$ cat config.mk
export PLATFORM = sky130hd
export DESIGN_NAME = cache_read_data_return
export DESIGN_NICKNAME = d
export VERILOG_FILES = /design/src/rtl/cache_read_data_return.sv
export SDC_FILE = /design/constraint.sdc
export NUM_CORES = 1
export LEC_CHECK = 0
export ABC_AREA = 1
export ABC_CLOCK_PERIOD_IN_PS = 2300
export CELL_PAD_IN_SITES_DETAIL_PLACEMENT = 1
export CELL_PAD_IN_SITES_GLOBAL_PLACEMENT = 2
export CORE_MARGIN = 1
export CORE_UTILIZATION = 20
export DETAILED_ROUTE_END_ITERATION = 7
export GPL_TIMING_DRIVEN = 0
export PLACE_DENSITY_LB_ADDON = 0.1
export SLEW_MARGIN = 5
export SYNTH_ARGS = -nofsm -noshare
export SYNTH_HDL_FRONTEND = slang
export SYNTH_SLANG_ARGS = --single-unit
$ cat constraint.sdc
create_clock -name CLK -period 2.3 [get_ports CLK]
set_input_delay 0.46 -clock CLK [delete_from_list [all_inputs] [get_ports CLK]]
set_output_delay 0.46 -clock CLK [all_outputs]
set_load 0.005 [all_outputs]
$ cat src/rtl/cache_read_data_return.sv
// cache_read_data_return
//
// Read-return path of the cache. On each accepted request it takes a full line
// (from RAM on a refill, or from the cache array on a hit), picks the CPU word
// addressed by the upper offset bits, and applies the byte-valid mask. Illegal
// masks return zero data with the error flag set. Results go into a 2-entry
// response FIFO that is drained by the CPU over a valid/ready handshake.
//
// Optional feature macro: CACHE_READ_ALIGN_EN
//   defined   - selected bytes are right-aligned to bit 0 and zero-extended
//   undefined - selected bytes stay in their lanes, disabled lanes are zeroed
//
// Ports:
//   CLK            clock, rising edge
//   RESET          synchronous, active-high reset
//   IN_REQ_VALID   read request present
//   OUT_REQ_READY  block can accept a request (FIFO not full)
//   SIG_RAM_LOAD   1: line from IN_RAM_DATA, 0: line from IN_CACHE_DATA
//   IN_ADDR_OFFSET byte offset in the line; upper half selects the word
//   IN_B_VAL       byte-valid mask
//   IN_RAM_DATA    refill line
//   IN_CACHE_DATA  cache array line
//   OUT_CPU_VALID  response valid (FIFO not empty)
//   IN_CPU_READY   CPU consumes the response
//   OUT_CPU_DATA   response word (head entry)
//   OUT_CPU_ERR    illegal-mask flag for the head entry
module cache_read_data_return #(
  parameter int unsigned CPU_DATA_SIZE    = 32,
  parameter int unsigned RAM_DATA_SIZE    = 128,
  parameter int unsigned ADDR_OFFSET_SIZE = 4,
  parameter int unsigned B_VAL_SIZE       = 4
) (
  input  logic                        CLK,
  input  logic                        RESET,
  input  logic                        IN_REQ_VALID,
  output logic                        OUT_REQ_READY,
  input  logic                        SIG_RAM_LOAD,
  input  logic [ADDR_OFFSET_SIZE-1:0] IN_ADDR_OFFSET,
  input  logic [B_VAL_SIZE-1:0]       IN_B_VAL,
  input  logic [RAM_DATA_SIZE-1:0]    IN_RAM_DATA,
  input  logic [RAM_DATA_SIZE-1:0]    IN_CACHE_DATA,
  output logic                        OUT_CPU_VALID,
  input  logic                        IN_CPU_READY,
  output logic [CPU_DATA_SIZE-1:0]    OUT_CPU_DATA,
  output logic                        OUT_CPU_ERR
);

  localparam int unsigned WordSelW = ADDR_OFFSET_SIZE - ADDR_OFFSET_SIZE / 2;
  localparam int unsigned EntryW   = CPU_DATA_SIZE + 1;

  localparam logic [B_VAL_SIZE-1:0] MaskB0     = B_VAL_SIZE'(4'b0001);
  localparam logic [B_VAL_SIZE-1:0] MaskB1     = B_VAL_SIZE'(4'b0010);
  localparam logic [B_VAL_SIZE-1:0] MaskB2     = B_VAL_SIZE'(4'b0100);
  localparam logic [B_VAL_SIZE-1:0] MaskB3     = B_VAL_SIZE'(4'b1000);
  localparam logic [B_VAL_SIZE-1:0] MaskHalfLo = B_VAL_SIZE'(4'b0011);
  localparam logic [B_VAL_SIZE-1:0] MaskHalfHi = B_VAL_SIZE'(4'b1100);
  localparam logic [B_VAL_SIZE-1:0] MaskAll    = B_VAL_SIZE'(4'b1111);

  typedef enum logic [1:0] {StEmpty, StOne, StFull} state_e;

  state_e state_q, state_d;
  logic [EntryW-1:0] head_q, head_d;
  logic [EntryW-1:0] tail_q, tail_d;

  // ---------------------------------------------------------------------------
  // Word select and byte masking
  // ---------------------------------------------------------------------------
  logic [RAM_DATA_SIZE-1:0] line;
  logic [WordSelW-1:0]      word_sel;
  logic [CPU_DATA_SIZE-1:0] sel_word;
  logic [CPU_DATA_SIZE-1:0] masked_word;
  logic [CPU_DATA_SIZE-1:0] aligned_word;
  logic                     mask_legal;
  logic [EntryW-1:0]        push_entry;

  // Lower offset bits address bytes inside the word; masking covers them.
  logic unused_offset_lo;
  assign unused_offset_lo = ^IN_ADDR_OFFSET[ADDR_OFFSET_SIZE/2-1:0];

  assign line     = SIG_RAM_LOAD ? IN_RAM_DATA : IN_CACHE_DATA;
  assign word_sel = IN_ADDR_OFFSET[ADDR_OFFSET_SIZE-1:ADDR_OFFSET_SIZE/2];
  assign sel_word = line[int'(word_sel) * CPU_DATA_SIZE +: CPU_DATA_SIZE];

  always_comb begin
    mask_legal = 1'b0;
    case (IN_B_VAL)
      MaskB0, MaskB1, MaskB2, MaskB3,
      MaskHalfLo, MaskHalfHi, MaskAll: mask_legal = 1'b1;
      default:                         mask_legal = 1'b0;
    endcase
  end

  always_comb begin
    masked_word = '0;
    for (int i = 0; i < int'(B_VAL_SIZE); i++) begin
      masked_word[i*8 +: 8] = IN_B_VAL[i] ? sel_word[i*8 +: 8] : 8'h00;
    end
  end

`ifdef CACHE_READ_ALIGN_EN
  // Byte index of the lowest enabled lane; shifting by it lands the data at bit 0.
  logic [1:0] align_shift;

  always_comb begin
    align_shift = 2'd0;
    case (IN_B_VAL)
      MaskB1:             align_shift = 2'd1;
      MaskB2, MaskHalfHi: align_shift = 2'd2;
      MaskB3:             align_shift = 2'd3;
      default:            align_shift = 2'd0;
    endcase
  end

  assign aligned_word = masked_word >> (8 * int'(align_shift));
`else
  assign aligned_word = masked_word;
`endif

  assign push_entry = mask_legal ? {1'b0, aligned_word} : {1'b1, {CPU_DATA_SIZE{1'b0}}};

  // ---------------------------------------------------------------------------
  // Response FIFO: head register drives the outputs directly, tail holds the
  // second entry. Keeping the head in place on a pop to EMPTY gives the
  // "hold last value" behaviour for free.
  // ---------------------------------------------------------------------------
  logic accept;
  logic pop;

  assign OUT_REQ_READY = (state_q != StFull);
  assign OUT_CPU_VALID = (state_q != StEmpty);
  assign OUT_CPU_DATA  = head_q[CPU_DATA_SIZE-1:0];
  assign OUT_CPU_ERR   = head_q[CPU_DATA_SIZE];

  assign accept = IN_REQ_VALID & OUT_REQ_READY;
  assign pop    = OUT_CPU_VALID & IN_CPU_READY;

  always_comb begin
    state_d = state_q;
    head_d  = head_q;
    tail_d  = tail_q;
    case (state_q)
      StEmpty: begin
        if (accept) begin
          head_d  = push_entry;
          state_d = StOne;
        end
      end
      StOne: begin
        if (accept && pop) begin
          head_d = push_entry;
        end else if (accept) begin
          tail_d  = push_entry;
          state_d = StFull;
        end else if (pop) begin
          state_d = StEmpty;
        end
      end
      StFull: begin
        if (pop) begin
          head_d  = tail_q;
          state_d = StOne;
        end
      end
      default: state_d = StEmpty;
    endcase
  end

  always_ff @(posedge CLK) begin
    if (RESET) begin
      state_q <= StEmpty;
      head_q  <= '0;
      tail_q  <= '0;
    end else begin
      state_q <= state_d;
      head_q  <= head_d;
      tail_q  <= tail_d;
    end
  end

endmodule

* Word-level counts from Yosys, hierarchy flattened
Cells that the tools add are included.
Storage, ports and cells: register bits after elaboration 68
Operators by class: bitwise logic cells 3, reduce and logical (&&, ||, !) cells 8, shift operators 1, mux-type cells 17, eq/ne operators 15
Operator list (number):
- $mux 33 | 4
- $mux 128 | 1
- $shiftx 128x8->32 | 1
- $pmux 33 s3 | 1
- $mux 8 | 4
- $eq 4x4->1 const B | 3
- $mux 2 | 5
- $ne 2x2->1 const B | 5
- $eq 4x2->1 const B | 2
- $reduce_and 4->1 | 2
- $reduce_or 7->1 | 1
- $pmux 2 s3 | 1
- $eq 4x1->1 const B | 1
- $eq 4x3->1 const B | 1
- $ne 3x3->1 const B | 1
- $reduce_and 3->1 | 1
- $reduce_bool 3->1 | 1
- $and 1x1->1 | 2
- $eq 2x1->1 const B | 1
- $eq 2x2->1 const B | 1
- $logic_not 2->1 | 1
- $reduce_bool 2->1 | 1
- $logic_and 1x1->1 | 1
- $mux 1 | 1
- $not 1->1 | 1

* Depth between registers and ports, before layout
Gate-level depths: netlist (run 1).
word-level depth 6, gate-level depth with buffers 10, depth with buffers taken out 8

* Worst setup path before layout (run 1)
OpenSTA, ideal clock, no wires.
kind input port to flip-flop, start input IN_ADDR_OFFSET[3], end register head_q[7], data required time 2.230 ns, setup time 0.070 ns, stages 7, data arrival time 1.285 ns, path buffers 2, slack 0.945 ns, path through clkbuf_1 inv_1 buf_1 nand2_1 nand2_1 nand3_1 a21oi_1
On the way: word-level cells in the longest chain between the ends 5, elaborated cells between the ends (all ways) 6
RTL lines:
- from (decl) | RTL line 38 | input logic [ADDR_OFFSET_SIZE-1:0] IN_ADDR_OFFSET,
- $shiftx 128x8->32 * | RTL line 82 | assign sel_word = line[int'(word_sel) * CPU_DATA_SIZE +: CPU_DATA_SIZE];
- $mux 8 * | RTL line 96 | masked_word[i*8 +: 8] = IN_B_VAL[i] ? sel_word[i*8 +: 8] : 8'h00;
- $mux 33 * | RTL line 119 | assign push_entry = mask_legal ? {1'b0, aligned_word} : {1'b1, {CPU_DATA_SIZE{1'b0}}};
- $mux 33 (on tied branches) | RTL line 149, 143
- $pmux 33 s3 * | RTL line 141 | case (state_q)
- to (signal assigned) | RTL line 171 | head_q <= '0;
- to (signal assigned) | RTL line 175 | head_q <= head_d;
- to (decl) | RTL line 62 | logic [EntryW-1:0] head_q, head_d;
Mark *: on every way between the ends. The rest lies on a longest branch, timed or not. The select of a mux whose other input is x is not followed. A chain may end at the register's enable or synchronous reset.

* Worst setup path after layout (run 1)
start register state_q[0], end output OUT_REQ_READY
On the way: word-level cells in the longest chain between the ends 1
RTL lines:
- from (decl) | RTL line 61 | state_e state_q, state_d;
- from (signal assigned) | RTL line 170 | state_q <= StEmpty;
- from (signal assigned) | RTL line 174 | state_q <= state_d;
- $ne 2x2->1 | RTL line 129 | assign OUT_REQ_READY = (state_q != StFull);
- to (decl) | RTL line 36 | output logic OUT_REQ_READY,
No other way between the ends.

==> results.md, run 1 <==
* Critical setup path kind: register to primary output
* Flops & latches, synth at 68
* Initial Utilization at 0.2043
* Synth unique cells at 20
* Top cells by area, synth: nand2_1 (26%), dfxtp_1 (22%), nand3_1 (13%)
* Largest net degree at the start of global routing at 13
* # setup viols final at 0
* Final Max Tran Viols at 0
* First-pass GRT wire length at 48.55 mm
* Die Wd at roughly 180 um
* Total track usage at 0.2064
* TritonRoute pass-1 iters at 4
* Total wire length at 31.74 mm
* Most common cell in the netlist: nand2_1
* Skew-Pair Late Insertion Delay at 0.34 ns
* CTS tree: built
* Place WS at -0.03183 ns
* Row count at 63
* RSZ-0062 raised after global routing: no
* Die H at 176.5 um
* Hold Slack at 0.5264 ns
* Syn avg cell area at approximately 5.3 sq um
* Antenna-violating nets left at 0
* Largest area contributor in the netlist: nand2_1
* WL per Instance at approximately 17 um
* Top FF cell, synth: dfxtp_1
* Outcome: finished, final reports clean
* Die area at 31140 sq um
* Mapped cell area at 6087 sq um
* Peak VDD IR at approximately 0.34 mV
* Ratio of final minimum period to clock period at 0.9397
* Starting DRT DRC Count at 305
* Power Total at 0.004274 W
* Post-synth top cells: nand2_1 (420), inv_1 (206), nand3_1 (161)
* Clk slew on worst S/H paths at ~0.06 ns
* Hold_buf cts at 0
* Flip-flop and latch area at roughly 1400 sq um
* Total gr overflow at 0
* CP Max Fanout at 10
* Max clock buf depth at 2
* P&R area growth vs syn at 62.77%
* Min-delay src: head_q[21]$_SDFFE_PP0P_
* H-tree depth at 3
* Antenna violations before repair at 3
* Number of flops mapped to enable cells by yosys at 0
* Placed Area at 9568 sq um
* Max cap viols at 0
* Worst setup EP type: primary output
* Sequential fraction of the synthesis area at 0.2236
* Fillers at 3943
* Final Skew at 0.006894 ns
* Ys Warns at 0
* Share of the synthesized area in the top cell type at 0.2590
* Core Region at between 20000 and 30000 sq um
* PnR worst setup slack at 0.1387 ns
* # DRC at 0
* Final hold violations at 0
* Async SR Flop Fraction at 0
* Crit start category: register
* Fin area at 9908 sq um
* Critical R2R Launch: state_q[1]$_SDFFE_PP0P_
* CTS Buf Count at 9
* P_leak at around 4.9 nW
* Max Clk Rate at 462.7 MHz
* Power per standard cell area at 431.4 nW/um^2
* HPWL Detailed at roughly 26 mm
* Layout cells sized above 1 at 0.05704
* Min-delay worst type: register to register
* Worst-Margin Slew at 0.6465 ns
* DR vias at 8004
* Gpl congestion at 0.8468
* Vias per cell at 4.326
* Critical path origin: state_q[0]$_SDFFE_PP0P_
* CTS Sinks at 68
* Num ports at roughly 300
* Layout Nets at 1719
* CP required at roughly 1.8 ns
* Port Buffers at ~300
* Slowest cell delay on critical path at 0.52 ns
* Syn Inst Count at 1139
* Syn nets at 1408
* Root Driver: clkbuf_16
* Crit-path cells: nor2_4 -> inv_2 -> clkbuf_4 -> clkdlybuf4s50_1
* Max-slew headroom at 0.5690
* Period minus WS final at 2.161 ns
* Multi-input logic area at 3431 sq um
* CP max stage cell: clkdlybuf4s50_1
* Number of global-route vias before repair at around 8500
* Crit path arrival time at 1.70 ns
-- what timing repair did --
| action | 4_1_cts | 5_1_grt |
|---|---|---|
| endpoints found under the setup margin | 1 | 1 |
| pin swaps | 1 | 0 |
| gates resized for setup | 0 | 1 |
| buffers inserted | 1 | 0 |
-- through the flow --
stage / utilization / instances / TNS [ns]
finish: 0.3325 / 1850 / 0
detailed placement: 0.3211 / 1828 / -0.04867
floorplan: - / 1139 / 0
global route: 0.3324 / 1848 / 0
global placement: 0.3211 / 1828 / -0.04557
CTS: 0.3320 / 1845 / 0
-- logic make-up after synthesis --
group,Yosys count,synth area share
and+or+nand+nor,614,0.4236
buffers and inverters,289,0.2127
AOI/OAI and AO/OA,168,0.1400
DFF,68,0.2236
-- cells in the final DEF (no fill, tap or decap), types with 8 or more instances in the layout --
cell | netlist | routed
nand2_1 | 420 | 420
clkdlybuf4s50_1 | 0 | 299
inv_1 | 206 | 206
nand3_1 | 161 | 161
a21oi_1 | 100 | 100
dfxtp_1 | 68 | 68
o21ai_0 | 35 | 35
o21ai_1 | 32 | 32
buf_2 | 29 | 28
clkbuf_1 | 19 | 20
buf_6 | 19 | 19
nand4_1 | 18 | 18
nor2_1 | 9 | 9
clkbuf_16 | 0 | 9
buf_4 | 7 | 8
-- critical path: cells and delay by family, from the launching register on --
family	cells	cell delay, ns
flops	1	0.42
buf+inv	3	0.86
simple gates	1	0.07
-- registers in the layout, summed over array words and instances, names as in the netlist --
signal and flops:
head_q 33, tail_q 33, state_q 2
-- worst paths after layout --
path	cells past startpoint	slack (ns)	endpoint
worst min register to register	2	0.53	head_q[21]$_SDFFE_PP0P_
worst max-delay path	4	0.14	OUT_REQ_READY
worst max register to register	6	0.67	head_q[10]$_SDFFE_PP0P_
worst min-delay path	2	0.53	head_q[21]$_SDFFE_PP0P_
-- where the power goes --
part           total [W]  internal [W]  switching, W
clock            0.00149      0.000949      0.000539
combinational    0.00149      0.000772      0.000719
sequential       0.00129       0.00125     0.0000432
total            0.00427       0.00297       0.00130
-- final cells by class --
| class | count | share of cell area |
|---|---|---|
| diodes | 5 | 0.001263 |
| plain buffers | 78 | 0.05051 |
| clock buffers | 10 | 0.02311 |
| clock inverters | 6 | 0.008966 |
| inverters | 211 | 0.08044 |
| multi-input cells | 782 | 0.3463 |
| flip-flops and latches | 68 | 0.1374 |
| well taps | 390 | 0.04925 |
| repair buffers | 300 | 0.3028 |
-- layer usage --
metal,vias up,GRT usage,share of wire
met1,3637,0.2450,0.43
li1,4143,-,-
met5,-,0,0.00041
met4,2,0.03412,0.013
met2,202,0.3840,0.50
met3,20,0.04091,0.056
Power figures use the tool's default switching activity.
==> run 2: changes to the inputs <==
--- a/config.mk
+++ b/config.mk
@@ -14,6 +14,7 @@
 export DETAILED_ROUTE_END_ITERATION = 7
 export GPL_TIMING_DRIVEN = 0
 export PLACE_DENSITY_LB_ADDON = 0.1
+export SKIP_LAST_GASP = 1
 export SLEW_MARGIN = 5
 export SYNTH_ARGS = -nofsm -noshare
 export SYNTH_HDL_FRONTEND = slang
==> results of run 2 <==
Same layout as run 1: the final DEF is identical, and so are final timing and power.
